===== src/rtl/color_nn_pkg.sv =====
// Shared types and constants for the colour-detection layer scheduler.
// The FSM state enum, config field codes and default data width live here.
package color_nn_pkg;

    localparam int DEF_DATA_WIDTH = 8;

    typedef enum logic [1:0] {
        ST_IDLE,
        ST_ISSUE,
        ST_DRAIN,
        ST_RESULT
    } sched_state_t;

    localparam logic [1:0] FLD_W1   = 2'd0;
    localparam logic [1:0] FLD_W2   = 2'd1;
    localparam logic [1:0] FLD_W3   = 2'd2;
    localparam logic [1:0] FLD_BIAS = 2'd3;

endpackage


===== src/rtl/nrn_weight_bank.sv =====
// Per-neuron weight/bias register file: one write port and a combinational
// read port that returns all four fields of one neuron.
module nrn_weight_bank
    import color_nn_pkg::*;
#(
    parameter int DATA_WIDTH  = DEF_DATA_WIDTH,
    parameter int NUM_NEURONS = 4
) (
    input  logic                              clk,
    input  logic                              rst,
    input  logic                              wr_en,
    input  logic [$clog2(NUM_NEURONS)+1:0]    wr_addr,
    input  logic [2*DATA_WIDTH-1:0]           wr_data,
    input  logic [$clog2(NUM_NEURONS)-1:0]    rd_idx,
    output logic [2*DATA_WIDTH-1:0]           rd_w1,
    output logic [2*DATA_WIDTH-1:0]           rd_w2,
    output logic [2*DATA_WIDTH-1:0]           rd_w3,
    output logic [2*DATA_WIDTH-1:0]           rd_bias
);

    localparam int IDX_W = $clog2(NUM_NEURONS);

    logic [NUM_NEURONS-1:0][3:0][2*DATA_WIDTH-1:0] mem;

    // Addresses naming a neuron beyond NUM_NEURONS-1 are dropped.
    always_ff @(posedge clk or negedge rst) begin
        if (!rst)
            mem <= '0;
        else if (wr_en && (int'(wr_addr[IDX_W+1:2]) < NUM_NEURONS))
            mem[wr_addr[IDX_W+1:2]][wr_addr[1:0]] <= wr_data;
    end

    assign rd_w1   = mem[rd_idx][FLD_W1];
    assign rd_w2   = mem[rd_idx][FLD_W2];
    assign rd_w3   = mem[rd_idx][FLD_W3];
    assign rd_bias = mem[rd_idx][FLD_BIAS];

endmodule


===== src/rtl/color_layer_sched.sv =====
// Time-multiplexes one shared neuron pipeline across NUM_NEURONS classes per
// pixel, tracks the arg-max sigmoid output and returns it over valid/ready.
module color_layer_sched
    import color_nn_pkg::*;
#(
    parameter int DATA_WIDTH     = DEF_DATA_WIDTH,
    parameter int NUM_NEURONS    = 4,
    parameter int NEURON_LATENCY = 3
) (
    input  logic                             clk,
    input  logic                             rst,
    input  logic                             in_valid,
    output logic                             in_ready,
    input  logic [DATA_WIDTH-1:0]            in_R,
    input  logic [DATA_WIDTH-1:0]            in_G,
    input  logic [DATA_WIDTH-1:0]            in_B,
    input  logic                             cfg_we,
    output logic                             cfg_ready,
    input  logic [$clog2(NUM_NEURONS)+1:0]   cfg_addr,
    input  logic [2*DATA_WIDTH-1:0]          cfg_data,
    output logic [DATA_WIDTH-1:0]            nrn_R,
    output logic [DATA_WIDTH-1:0]            nrn_G,
    output logic [DATA_WIDTH-1:0]            nrn_B,
    output logic [2*DATA_WIDTH-1:0]          nrn_w1,
    output logic [2*DATA_WIDTH-1:0]          nrn_w2,
    output logic [2*DATA_WIDTH-1:0]          nrn_w3,
    output logic [2*DATA_WIDTH-1:0]          nrn_bias,
    input  logic [DATA_WIDTH-1:0]            nrn_out,
    output logic                             res_valid,
    input  logic                             res_ready,
    output logic [$clog2(NUM_NEURONS)-1:0]   res_class,
    output logic [DATA_WIDTH-1:0]            res_score
);

    localparam int IDX_W = $clog2(NUM_NEURONS);
    localparam int AW    = IDX_W + 2;
    localparam int WW    = 2 * DATA_WIDTH;
    localparam logic [IDX_W-1:0] LAST_IDX = IDX_W'(NUM_NEURONS - 1);

    sched_state_t state, state_nxt;

    logic [IDX_W-1:0]      issue_cnt, cap_cnt;
    logic [DATA_WIDTH-1:0] pix_r, pix_g, pix_b;
    logic [NEURON_LATENCY:1] vld_q;
    logic [NEURON_LATENCY:0] vld_pipe;
    logic                  capture;
    logic                  accept, cfg_take, res_take;
    logic                  pend_vld;
    logic [AW-1:0]         pend_addr;
    logic [WW-1:0]         pend_data;
    logic                  wr_en;
    logic [AW-1:0]         wr_addr;
    logic [WW-1:0]         wr_data;
    logic [WW-1:0]         bk_w1, bk_w2, bk_w3, bk_bias;

    // vld_pipe[i] marks an issue made i cycles ago; bit LATENCY is the capture slot.
    assign vld_pipe = {vld_q, state == ST_ISSUE};
    assign capture  = vld_pipe[NEURON_LATENCY];

    assign accept   = in_valid && in_ready;
    assign cfg_take = cfg_we && cfg_ready;
    assign res_take = res_valid && res_ready;

    // A write taken together with a pixel is parked until the result handshake,
    // so the pixel in flight still sees the bank as it was before that edge.
    always_comb begin
        wr_en   = 1'b0;
        wr_addr = cfg_addr;
        wr_data = cfg_data;
        if (cfg_take && !accept) begin
            wr_en = 1'b1;
        end else if (pend_vld && res_take) begin
            wr_en   = 1'b1;
            wr_addr = pend_addr;
            wr_data = pend_data;
        end
    end

    nrn_weight_bank #(
        .DATA_WIDTH  (DATA_WIDTH),
        .NUM_NEURONS (NUM_NEURONS)
    ) u_bank (
        .clk     (clk),
        .rst     (rst),
        .wr_en   (wr_en),
        .wr_addr (wr_addr),
        .wr_data (wr_data),
        .rd_idx  (issue_cnt),
        .rd_w1   (bk_w1),
        .rd_w2   (bk_w2),
        .rd_w3   (bk_w3),
        .rd_bias (bk_bias)
    );

    always_comb begin
        state_nxt = state;
        in_ready  = 1'b0;
        cfg_ready = 1'b0;
        res_valid = 1'b0;
        case (state)
            ST_IDLE: begin
                in_ready  = 1'b1;
                cfg_ready = 1'b1;
                if (in_valid) state_nxt = ST_ISSUE;
            end
            ST_ISSUE:  if (issue_cnt == LAST_IDX) state_nxt = ST_DRAIN;
            ST_DRAIN:  if (capture && cap_cnt == LAST_IDX) state_nxt = ST_RESULT;
            ST_RESULT: begin
                res_valid = 1'b1;
                if (res_ready) state_nxt = ST_IDLE;
            end
            default:   state_nxt = ST_IDLE;
        endcase
    end

    always_comb begin
        nrn_R    = '0;
        nrn_G    = '0;
        nrn_B    = '0;
        nrn_w1   = '0;
        nrn_w2   = '0;
        nrn_w3   = '0;
        nrn_bias = '0;
        if (state == ST_ISSUE) begin
            nrn_R    = pix_r;
            nrn_G    = pix_g;
            nrn_B    = pix_b;
            nrn_w1   = bk_w1;
            nrn_w2   = bk_w2;
            nrn_w3   = bk_w3;
            nrn_bias = bk_bias;
        end
    end

    always_ff @(posedge clk or negedge rst) begin
        if (!rst) begin
            state     <= ST_IDLE;
            issue_cnt <= '0;
            cap_cnt   <= '0;
            vld_q     <= '0;
            pix_r     <= '0;
            pix_g     <= '0;
            pix_b     <= '0;
            res_class <= '0;
            res_score <= '0;
            pend_vld  <= 1'b0;
            pend_addr <= '0;
            pend_data <= '0;
        end else begin
            state <= state_nxt;
            vld_q <= vld_pipe[NEURON_LATENCY-1:0];
            if (accept) begin
                pix_r <= in_R;
                pix_g <= in_G;
                pix_b <= in_B;
            end
            if (cfg_take && accept) begin
                pend_vld  <= 1'b1;
                pend_addr <= cfg_addr;
                pend_data <= cfg_data;
            end else if (res_take) begin
                pend_vld  <= 1'b0;
            end
            if (state == ST_ISSUE)
                issue_cnt <= (issue_cnt == LAST_IDX) ? '0 : issue_cnt + IDX_W'(1);
            // First capture loads unconditionally; strict > keeps the lower index on ties.
            if (capture) begin
                cap_cnt <= (cap_cnt == LAST_IDX) ? '0 : cap_cnt + IDX_W'(1);
                if (cap_cnt == '0 || nrn_out > res_score) begin
                    res_score <= nrn_out;
                    res_class <= cap_cnt;
                end
            end
        end
    end

endmodule


===== config.mk =====
export PLATFORM = sky130hd
export DESIGN_NAME = color_layer_sched
export DESIGN_NICKNAME = d
export VERILOG_FILES = /design/src/rtl/color_nn_pkg.sv /design/src/rtl/nrn_weight_bank.sv /design/src/rtl/color_layer_sched.sv
export SDC_FILE = /design/constraint.sdc
export NUM_CORES = 1
export LEC_CHECK = 0
export ABC_AREA = 1
export CORE_MARGIN = 1.5
export CORE_UTILIZATION = 64
export CTS_BUF_LIST = sky130_fd_sc_hd__clkbuf_4 sky130_fd_sc_hd__clkbuf_8
export CTS_CLUSTER_SIZE = 24
export DETAILED_ROUTE_END_ITERATION = 8
export GPL_ROUTABILITY_DRIVEN = 0
export MAX_ROUTING_LAYER = met4
export PLACE_DENSITY = 0.87
export RECOVER_POWER = 25
export SYNTH_ARGS = -nofsm -noshare
export SYNTH_HDL_FRONTEND = slang
export SYNTH_SLANG_ARGS = --single-unit

===== constraint.sdc =====
create_clock -name clk -period 4.45 [get_ports clk]
set_clock_uncertainty 0.1 [all_clocks]
set_input_delay 0.445 -clock clk [delete_from_list [all_inputs] [get_ports clk]]
set_output_delay 0.445 -clock clk [all_outputs]
set_load 0.005 [all_outputs]

### Word level (Yosys, flattened, before mapping)

Index checks and enable logic that the tools add are counted.

* eq/ne operators: 9
* $add $sub $neg: 2
* order comparisons: 6
* reduce and logical (&&, ||, !) cells: 16
* multiplexer cells: 31

Operators by type and width (count)
* $bwmux W256: 1
* $bmux W64 S2: 1
* $demux W64 S2: 1
* $mux W64: 2
* $mux W16: 7
* $demux W16 S2: 1
* $mux W8: 3
* $mux W2: 6
* $logic_and A1 B1 Y1: 9
* $lt A2 B3 Y1 const B: 3
* $eq A2 B2 Y1 const B: 4
* $gt A8 B8 Y1: 1
* $mux W4: 2
* $pmux W2 S4: 1
* $mux W1: 6
* $ne A2 B2 Y1 const B: 3
* $add A2 B1 Y2 const B: 2
* $ge A2 B1 Y1 const B: 2
* $logic_not A2 Y1: 2
* $reduce_and A4 Y1: 1
* $eq A2 B1 Y1 const B: 1
* $ne A2 B1 Y1 const B: 1
* $reduce_and A2 Y1: 1
* $reduce_bool A2 Y1: 1
* other kinds (2): 2

* flip-flop bits (word level): 320
* logic and storage cells: 92
* output and inout port bits: 101
* bits of input ports: 57

### Longest topological paths before layout

Gate-level depths: netlist (run 1).

* depth after elaboration: 13
* gate-level depth with buffers: 14
* gate-level depth less buffers: 14

### Cells and area by module

A second synthesis (run 1) with hierarchy kept.

* cell total of the unflattened synthesis: 2240
* area total of the unflattened synthesis: 16778.6 µm²

Modules (own cells, without submodules)
* nrn_weight_bank: cells an instance 1690, area an instance 13070.0 µm², sequential area each 6406.1 µm², times used 1
* color_layer_sched: cells an instance 550, area an instance 3708.6 µm², sequential area each 1601.5 µm², times used 1

### Least setup slack after synthesis (run 1)

Ideal clock, no wire load.

* path kind: flip-flop to flip-flop
* start: register state[0]
* end: register u_bank.mem[181] (netlist name)
* stages on the path, launching flop included: 14
* data required time: 4234 ps
* data arrival time: 2045 ps
* path slack: 2188 ps
* clock period less this slack: 2262 ps
* library setup time: 116 ps
* buffers on the path: 2
* cells stage by stage: dfrtp_1 > inv_1 > ha_1 > nand3_2 > nand2_1 > buf_4 > nand2_1 > nand2_2 > nand3_2 > nor2_4 > inv_2 > buf_2 > nand2_1 > nand2_1

* word-level cells in the longest chain between the ends: 13
* elaborated cells between the ends (all ways): 27
* classes of those cells: order compare: 4; eq/ne: 1; mux: 13; reduce/logical: 9

Ends and longest elaborated chain
* from (decl): RTL line color_layer_sched.sv:40 `sched_state_t state, state_nxt;`
* from (signal assigned): RTL line color_layer_sched.sv:150 `state <= state_nxt;`
* $logic_not A2 Y1 (*): RTL line color_layer_sched.sv:100 `case (state)`
* $mux W1 (*): RTL line color_layer_sched.sv:100
* via cfg_ready: RTL line color_layer_sched.sv:18 `output logic cfg_ready,`
* $logic_and A1 B1 Y1: RTL line color_layer_sched.sv:60 `assign accept = in_valid && in_ready;`
* $logic_not A1 Y1: RTL line color_layer_sched.sv:70 `if (cfg_take && !accept) begin`
* $logic_and A1 B1 Y1 (*): RTL line color_layer_sched.sv:70
* $mux W4: RTL line color_layer_sched.sv:70
* $lt A2 B3 Y1 (not written as such) or $ge A2 B1 Y1 (tied branches): RTL line nrn_weight_bank.sv:30 `mem[wr_addr[IDX_W+1:2]][wr_addr[1:0]] <= wr_data;`
* $logic_and A1 B1 Y1 (not written as such): RTL line nrn_weight_bank.sv:30
* $mux W16 (not written as such): RTL line nrn_weight_bank.sv:30
* $demux W16 S2
* $mux W64 (not written as such): RTL line nrn_weight_bank.sv:30
* $demux W64 S2
* $bwmux W256: RTL line nrn_weight_bank.sv:30
* to (signal, indexed assignment): RTL line nrn_weight_bank.sv:30
* to (decl): RTL line nrn_weight_bank.sv:23 `logic [NUM_NEURONS-1:0][3:0][2*DATA_WIDTH-1:0] mem;`

The timed path passes the listed nets; every way through them passes the cells marked *.
A chain may end at the register's enable or synchronous reset.

### Worst setup path in the final report (run 1)

* start: register state[1]
* end: output nrn_bias[15]

* word-level cells in the longest chain between the ends: 2

Ends and longest elaborated chain
* $eq A2 B1 Y1
* via vld_pipe[0]: RTL line color_layer_sched.sv:45 `logic [NEURON_LATENCY:0] vld_pipe;`
* $mux W16: RTL line color_layer_sched.sv:124 `if (state == ST_ISSUE) begin`
* to (decl): RTL line color_layer_sched.sv:27 `output logic [2*DATA_WIDTH-1:0] nrn_bias,`

The timed path passes the listed nets, and every way through them passes these cells.

==> flow_metrics.env, run 1 <==
export IMPL_status="complete, but fails checks"
export IMPL_violations="max-capacitance violations, max-slew violations"
export IMPL_wl_met2_mm=19.5
export IMPL_internal_power_mw=7.09
export IMPL_rows=56
export IMPL_wirelength_mm=41.6
export IMPL_cp_required_ns=3.90
export IMPL_viasPerCell=5.53
export IMPL_synth_top_area_share=0.527
export IMPL_synthMostInstantiatedCell="nand2_1"
export IMPL_die_width_um=157
export IMPL_grtUsageTotal=0.355
export IMPL_hold_violations=0
export IMPL_critical_path_class="register to output port"
export IMPL_timing_final_max_slew_violations=66
export IMPL_grt_antenna_before_repair=0
export IMPL_die_area_um2=24700
export IMPL_fin_hold_ws_ns=0.263
export IMPL_ir_drop_uv=451
export IMPL_fillCellCount=1677
export IMPL_synth_edf_count=0
export IMPL_cp_max_fo=51
export IMPL_die_y_um=157
export IMPL_setup_viol_count_final=0
export IMPL_yosys_top_cells_count="943 x nand2_1, 320 x dfrtp_1, 275 x nor2_1"
export IMPL_switching_power_mw=4.31
export IMPL_p_per_area_nw_per_um2=631
export IMPL_postSynthCellCount=2039
export IMPL_fin_nets=2237
export IMPL_synth_distinct_cells=25
export IMPL_min_period_over_period=0.805
export IMPL_drv_cap=1
export IMPL_route_met3_wl_mm=4.19
export IMPL_r2r_end="u_bank.mem[244]"
export IMPL_endpoint="nrn_bias[15]"
export IMPL_overflow=0
export IMPL_worst_pin_slew_ns=1.65
export IMPL_synth_area_leaders="dfrtp_1 53%, nand2_1 23%, nor2_1 6.8%"
export IMPL_cts_tree="yes"
export IMPL_antenna_left=0
export IMPL_synth_avg_cell_area_um2=7.45
export IMPL_dp_hpwl_mm=24.8
export IMPL_drive_above_1_share=0.0791
export IMPL_io_pins=158
export IMPL_grt_pass1_vias=13278
export IMPL_crit_buf_inv=4
export IMPL_path_cells="inv_1 -> ha_1 -> inv_2 -> buf_4 -> a21oi_1 -> clkdlybuf4s50_1"
export IMPL_clock_root_buffer="clkbuf_8"
export IMPL_reg2reg_slack_ns=1.39
export IMPL_yosysWarnings=0
export IMPL_cts_made_buffers=52
export IMPL_worstSkewPairLatency_ns=0.60
export IMPL_cp_slowest_cell="inv_2"
export IMPL_routedWlPerCell_um=16.5
export IMPL_reg2regPathDepth=11
export IMPL_min_path_cells=0
export IMPL_cts_buffer_depth=3
export IMPL_htreeDepth=2
export IMPL_p_sw_frac=0.378
export IMPL_rsz0062_at_grt="no"
export IMPL_top_layer="met4"
export IMPL_diodes=0
export IMPL_hp_class="register to register"
export IMPL_core_area_um2=23400
export IMPL_clk_pin_slew_worst_paths_ns=0.06
export IMPL_ys_ff_latch=320
export IMPL_area_growth_pct=18.9
export IMPL_cp_depth=6
export IMPL_synth_largest_area_cell="dfrtp_1"
export IMPL_async_reset_ff_frac=1.00
export IMPL_finalCriticalPeriod_ns=3.58
export IMPL_wl_met1_mm=16.6
export IMPL_path_delay_family="buffers and inverters"
export IMPL_grt_first_pass_wirelength_mm=66.7
export IMPL_cp_end_kind="output port"
export IMPL_io_buffer_count=157
export IMPL_regToRegStartpoint="state[0]"
export IMPL_leakage_nw=9.56
export IMPL_grt_max_degree=132
export IMPL_dr_total_vias=13934
export IMPL_dr_pass1_iters=6
export IMPL_fin_setup_tns_ns=0
export IMPL_max_stage_delay_ns=0.82
export IMPL_cts_sinks=320
export IMPL_slew_headroom=-0.0996
export IMPL_startpoint="state[1]"
export IMPL_seq_power_share=0.389
export IMPL_crit_arrival_ns=3.04
export IMPL_initial_core_util=0.649
export IMPL_clkPwrFrac=0.242
export IMPL_synthesis_area_um2=15200
export IMPL_max_freq_mhz=279
export IMPL_drt_initial_drc_count=1620
export IMPL_critPathLaunchType="register"
export IMPL_postCtsSetupBuffers=0
export IMPL_synth_flop_cell="dfrtp_1"
export IMPL_ys_seq_area_frac=0.527
export IMPL_drc_errors=0
export IMPL_power_frac_comb=0.369
export IMPL_syn_num_nets=2112
state kept, by name (all words and copies together) (netlist names), 3 cells and up:
name and flops:
pix_g 8, pend_addr 4, pix_b 8, vld_q 3
u_bank.mem 256, pix_r 8, res_score 8, pend_data 16
layout make-up:
cell class / count / area (um2) / area share
multi-input cells: 1519 / 6350 / 0.352
flip-flops and latches: 320 / 8010 / 0.444
clock buffers: 80 / 1030 / 0.0568
well taps: 319 / 399 / 0.0221
inverters: 83 / 312 / 0.0173
clock inverters: 10 / 104 / 0.00575
repair buffers: 188 / 1840 / 0.102
cells by family after synthesis:
kind of cell               count (synthesis)  share of synthesized area
DFF                                      320                      0.527
buffers and inverters                    200                     0.0543
and+or+nand+nor                         1260                      0.323
AOI/OAI and AO/OA                        241                     0.0805
muxes                                      2                    0.00148
adders and majority gates                 16                     0.0132
through the flow:
stage           util  area, um2  setup slack [ns]  std cells  power [mW]
2_1_floorplan      -      15200              2.19       2039        6.92
3_3_place_gp   0.723      16900              1.36       2428        8.38
3_5_place_dp   0.723      16900              1.34       2428        8.57
4_1_cts        0.772      18100             0.909       2519        11.3
5_1_grt        0.771      18000             0.751       2519        12.1
6_report       0.771      18000             0.867       2519        11.4
layer usage:
layer  track usage  vias up
met5             -        -
met4         0.133        0
met3        0.0573      108
met2         0.549      819
met1         0.476     6491
li1              -     6516
power by group through the flow:
| stage | registers, mW | clock network (mW) | logic (mW) |
|---|---|---|---|
| 4_1_cts | 4.41 | 2.76 | 4.17 |
| 3_3_place_gp | 4.40 | 0 | 3.98 |
| 2_1_floorplan | 4.28 | 0 | 2.63 |
| 3_5_place_dp | 4.44 | 0 | 4.13 |
| 5_1_grt | 4.52 | 2.88 | 4.70 |
| 6_report | 4.44 | 2.75 | 4.20 |
worst min path at each step:
stage,from,end
2_1_floorplan,rst,cap_cnt[0]
3_3_place_gp,vld_q[2],vld_q[3]
3_5_place_dp,vld_q[1],vld_q[2]
4_1_cts,vld_q[2],vld_q[3]
5_1_grt,vld_q[2],vld_q[3]
6_report,vld_q[1],vld_q[2]
cells in the final DEF (no fill, tap or decap), types with 3 or more instances in the layout:
cell / n
nand3_4: 3
o21ai_2: 3
nand3_1: 12
nand2_2: 4
clkbuf_8: 68
clkinv_2: 7
clkbuf_4: 12
clkdlybuf4s50_1: 156
inv_1: 65
nor2_2: 10
ha_1: 16
nand2_1: 943
a21oi_1: 83
o21ai_0: 153
buf_4: 25
dfrtp_1: 318
nor2_4: 7
buf_12: 3
inv_2: 18
nor2_1: 275
timing repair:
action / 4_1_cts / 5_1_grt
endpoints found under the hold margin: 117 / 0
endpoints found under the setup margin: 0 / 0
hold buffers: 1 / 0
resized for setup: 0 / 0
Power figures use the tool's default switching activity.
==> inputs of run 2 (changes only) <==
CORE_UTILIZATION = 59   (was 64)
PLACE_DENSITY = 0.81   (was 0.87)
clock period = 3.7 ns   (was 4.45 ns; I/O delays follow)
==> run 2 against run 1 <==
  * The run still ends with max-capacitance violations, max-slew violations left
  * Clock power rose by 20%
  * Cell area rose by 0.51%
  * Via count fell by 0.93%
  * Global-route usage fell by 2.2 points
  * Combinational power rose by 21%
  * Non-clock buffer count rose by 8
  * Sequential cell count did not move
  * Power rose by 20%
  * Final cell count rose by 0.87%
  * Largest cell class unchanged
==> flow_metrics.env, run 2 (synthesis results as in run 1) <==
export IMPL_critical_path_class="register to output port"
export IMPL_top_register="u_bank.mem"
export IMPL_regToRegStartpoint="state[0]"
export IMPL_routedWlPerCell_um=16.4
export IMPL_slew_headroom=-0.553
export IMPL_hp_class="input pin to register"
export IMPL_max_freq_mhz=306
export IMPL_io_pins=158
export IMPL_timing_final_max_slew_violations=85
export IMPL_most_common_layout_cells="943 x nand2_1, 318 x dfrtp_1, 275 x nor2_1, 156 x clkdlybuf4s50_1, 153 x o21ai_0"
export IMPL_cts_buffer_depth=3
export IMPL_hp_start="in_B[1]"
export IMPL_largest_reg_flops=256
export IMPL_status="complete, but fails checks"
export IMPL_grt_max_degree=132
export IMPL_grt_pass1_vias=13337
export IMPL_reg2regPathDepth=7
export IMPL_cts_sinks=320
export IMPL_wirelength_mm=41.6
export IMPL_hold_end="pix_b[1]"
export IMPL_rsz0062_at_grt="no"
export IMPL_r2r_end="pend_addr[1]"
export IMPL_grtUsageTotal=0.332
export IMPL_postCtsSetupBuffers=0
export IMPL_drv_cap=1
export IMPL_cts_resized=0
export IMPL_antenna_left=0
export IMPL_worst_slack_ns=0.429
export IMPL_path_cells="inv_2 -> buf_4 -> o21ai_0 -> a21oi_1 -> clkdlybuf4s50_1"
export IMPL_drc_errors=0
export IMPL_max_stage_delay_ns=0.56
export IMPL_layout_commonest_cell="nand2_1"
export IMPL_place_ws_ns=0.672
export IMPL_reg_top3="u_bank.mem (256), pend_data (16)"
export IMPL_diodes=0
export IMPL_core_area_um2=25300
export IMPL_finalCriticalPeriod_ns=3.27
export IMPL_grt_antenna_before_repair=0
export IMPL_hold_violations=0
export IMPL_cp_end_kind="output port"
export IMPL_clock_root_buffer="clkbuf_8"
export IMPL_fin_nets=2244
export IMPL_cts_made_buffers=51
export IMPL_ir_drop_uv=516
export IMPL_grt_first_pass_wirelength_mm=67.8
export IMPL_cts_tree="yes"
export IMPL_initial_core_util=0.601
export IMPL_cp_max_fo=73
export IMPL_drt_initial_drc_count=1717
export IMPL_area_growth_pct=19.5
export IMPL_worst_pin_slew_ns=2.33
export IMPL_dr_total_vias=13804
export IMPL_setup_viol_count_final=0
export IMPL_die_area_um2=26700
export IMPL_cp_required_ns=3.23
export IMPL_die_y_um=163
export IMPL_die_width_um=163
export IMPL_leakage_nw=9.62
export IMPL_startpoint="issue_cnt[0]"
export IMPL_min_path_cells=3
export IMPL_reg2reg_slack_ns=0.73
export IMPL_postCtsHoldBufs=1
export IMPL_violations="max-capacitance violations, max-slew violations"
export IMPL_critPathLaunchType="register"
export IMPL_viasPerCell=5.43
export IMPL_worstSkewPairLatency_ns=0.57
export IMPL_dr_pass1_iters=5
export IMPL_dp_hpwl_mm=25.1
export IMPL_overflow=0
export IMPL_cp_slowest_cell="buf_4"
export IMPL_fin_setup_tns_ns=0
export IMPL_io_buffer_count=157
export IMPL_drive_above_1_share=0.0841
export IMPL_p_per_area_nw_per_um2=754
export IMPL_crit_arrival_ns=2.80
export IMPL_min_period_over_period=0.884
export IMPL_clk_pin_slew_worst_paths_ns=0.06
export IMPL_rows=58
export IMPL_htreeDepth=2
run 2: cell types whose count changed in the layout (fill, tap and decap cells not counted), sizes merged:
cell and change:
inv -1, buf +7, clkbuf +5
run 2: cell type report:
type	instances	area, um2
Sequential cell	320	8010
Fill cell	1990	7110
Multi-Input combinational cell	1519	6350
Timing Repair Buffer	196	1920
Clock buffer	84	1040
Tap cell	330	413
Inverter	83	312
Clock inverter	9	95.1
run 2: how the worst max path moves through the flow:
stage	to	slack, ns	depth (start not counted)
after floorplan	u_bank.mem[181]	1.44	13
after global placement	pend_addr[0]	0.76	6
after detailed placement	pend_addr[1]	0.67	6
after CTS	nrn_bias[12]	0.44	5
after global routing	u_bank.mem[59]	0.24	3
final	nrn_bias[12]	0.43	5
run 2: power by group:
group / switching (mW) / internal [mW] / total [mW]
Clock: 1.39 / 1.91 / 3.29
Combinational: 3.09 / 1.98 / 5.07
Sequential: 0.672 / 4.66 / 5.33
run 2: routing by layer:
| layer | GRT usage | up-vias | wire length [um] |
|---|---|---|---|
| met5 | - | - | 0 |
| met4 | 0.112 | 0 | 1140 |
| met3 | 0.0617 | 86 | 3900 |
| met2 | 0.506 | 684 | 19100 |
| met1 | 0.451 | 6508 | 17400 |
| li1 | - | 6526 | - |
run 2: per-stage QoR:
| stage | cell area [um2] | power, mW | hold WS, ns | util | cells |
|---|---|---|---|---|---|
| after floorplan | 15200 | 8.32 | -0.0256 | - | 2039 |
| after global placement | 17000 | 10.2 | 0.234 | 0.674 | 2447 |
| after detailed placement | 17000 | 10.4 | 0.239 | 0.674 | 2447 |
| after CTS | 18200 | 13.7 | 0.207 | 0.719 | 2541 |
| after global routing | 18100 | 14.6 | 0.225 | 0.718 | 2541 |
| final | 18100 | 13.7 | 0.230 | 0.718 | 2541 |
run 2: critical path, delay by kind of cell, from the launching register on:
family	cells	cell delay [ns]
buffers and inverters	3	1.17
AOI/OAI and AO/OA	2	0.53
DFF	1	0.50
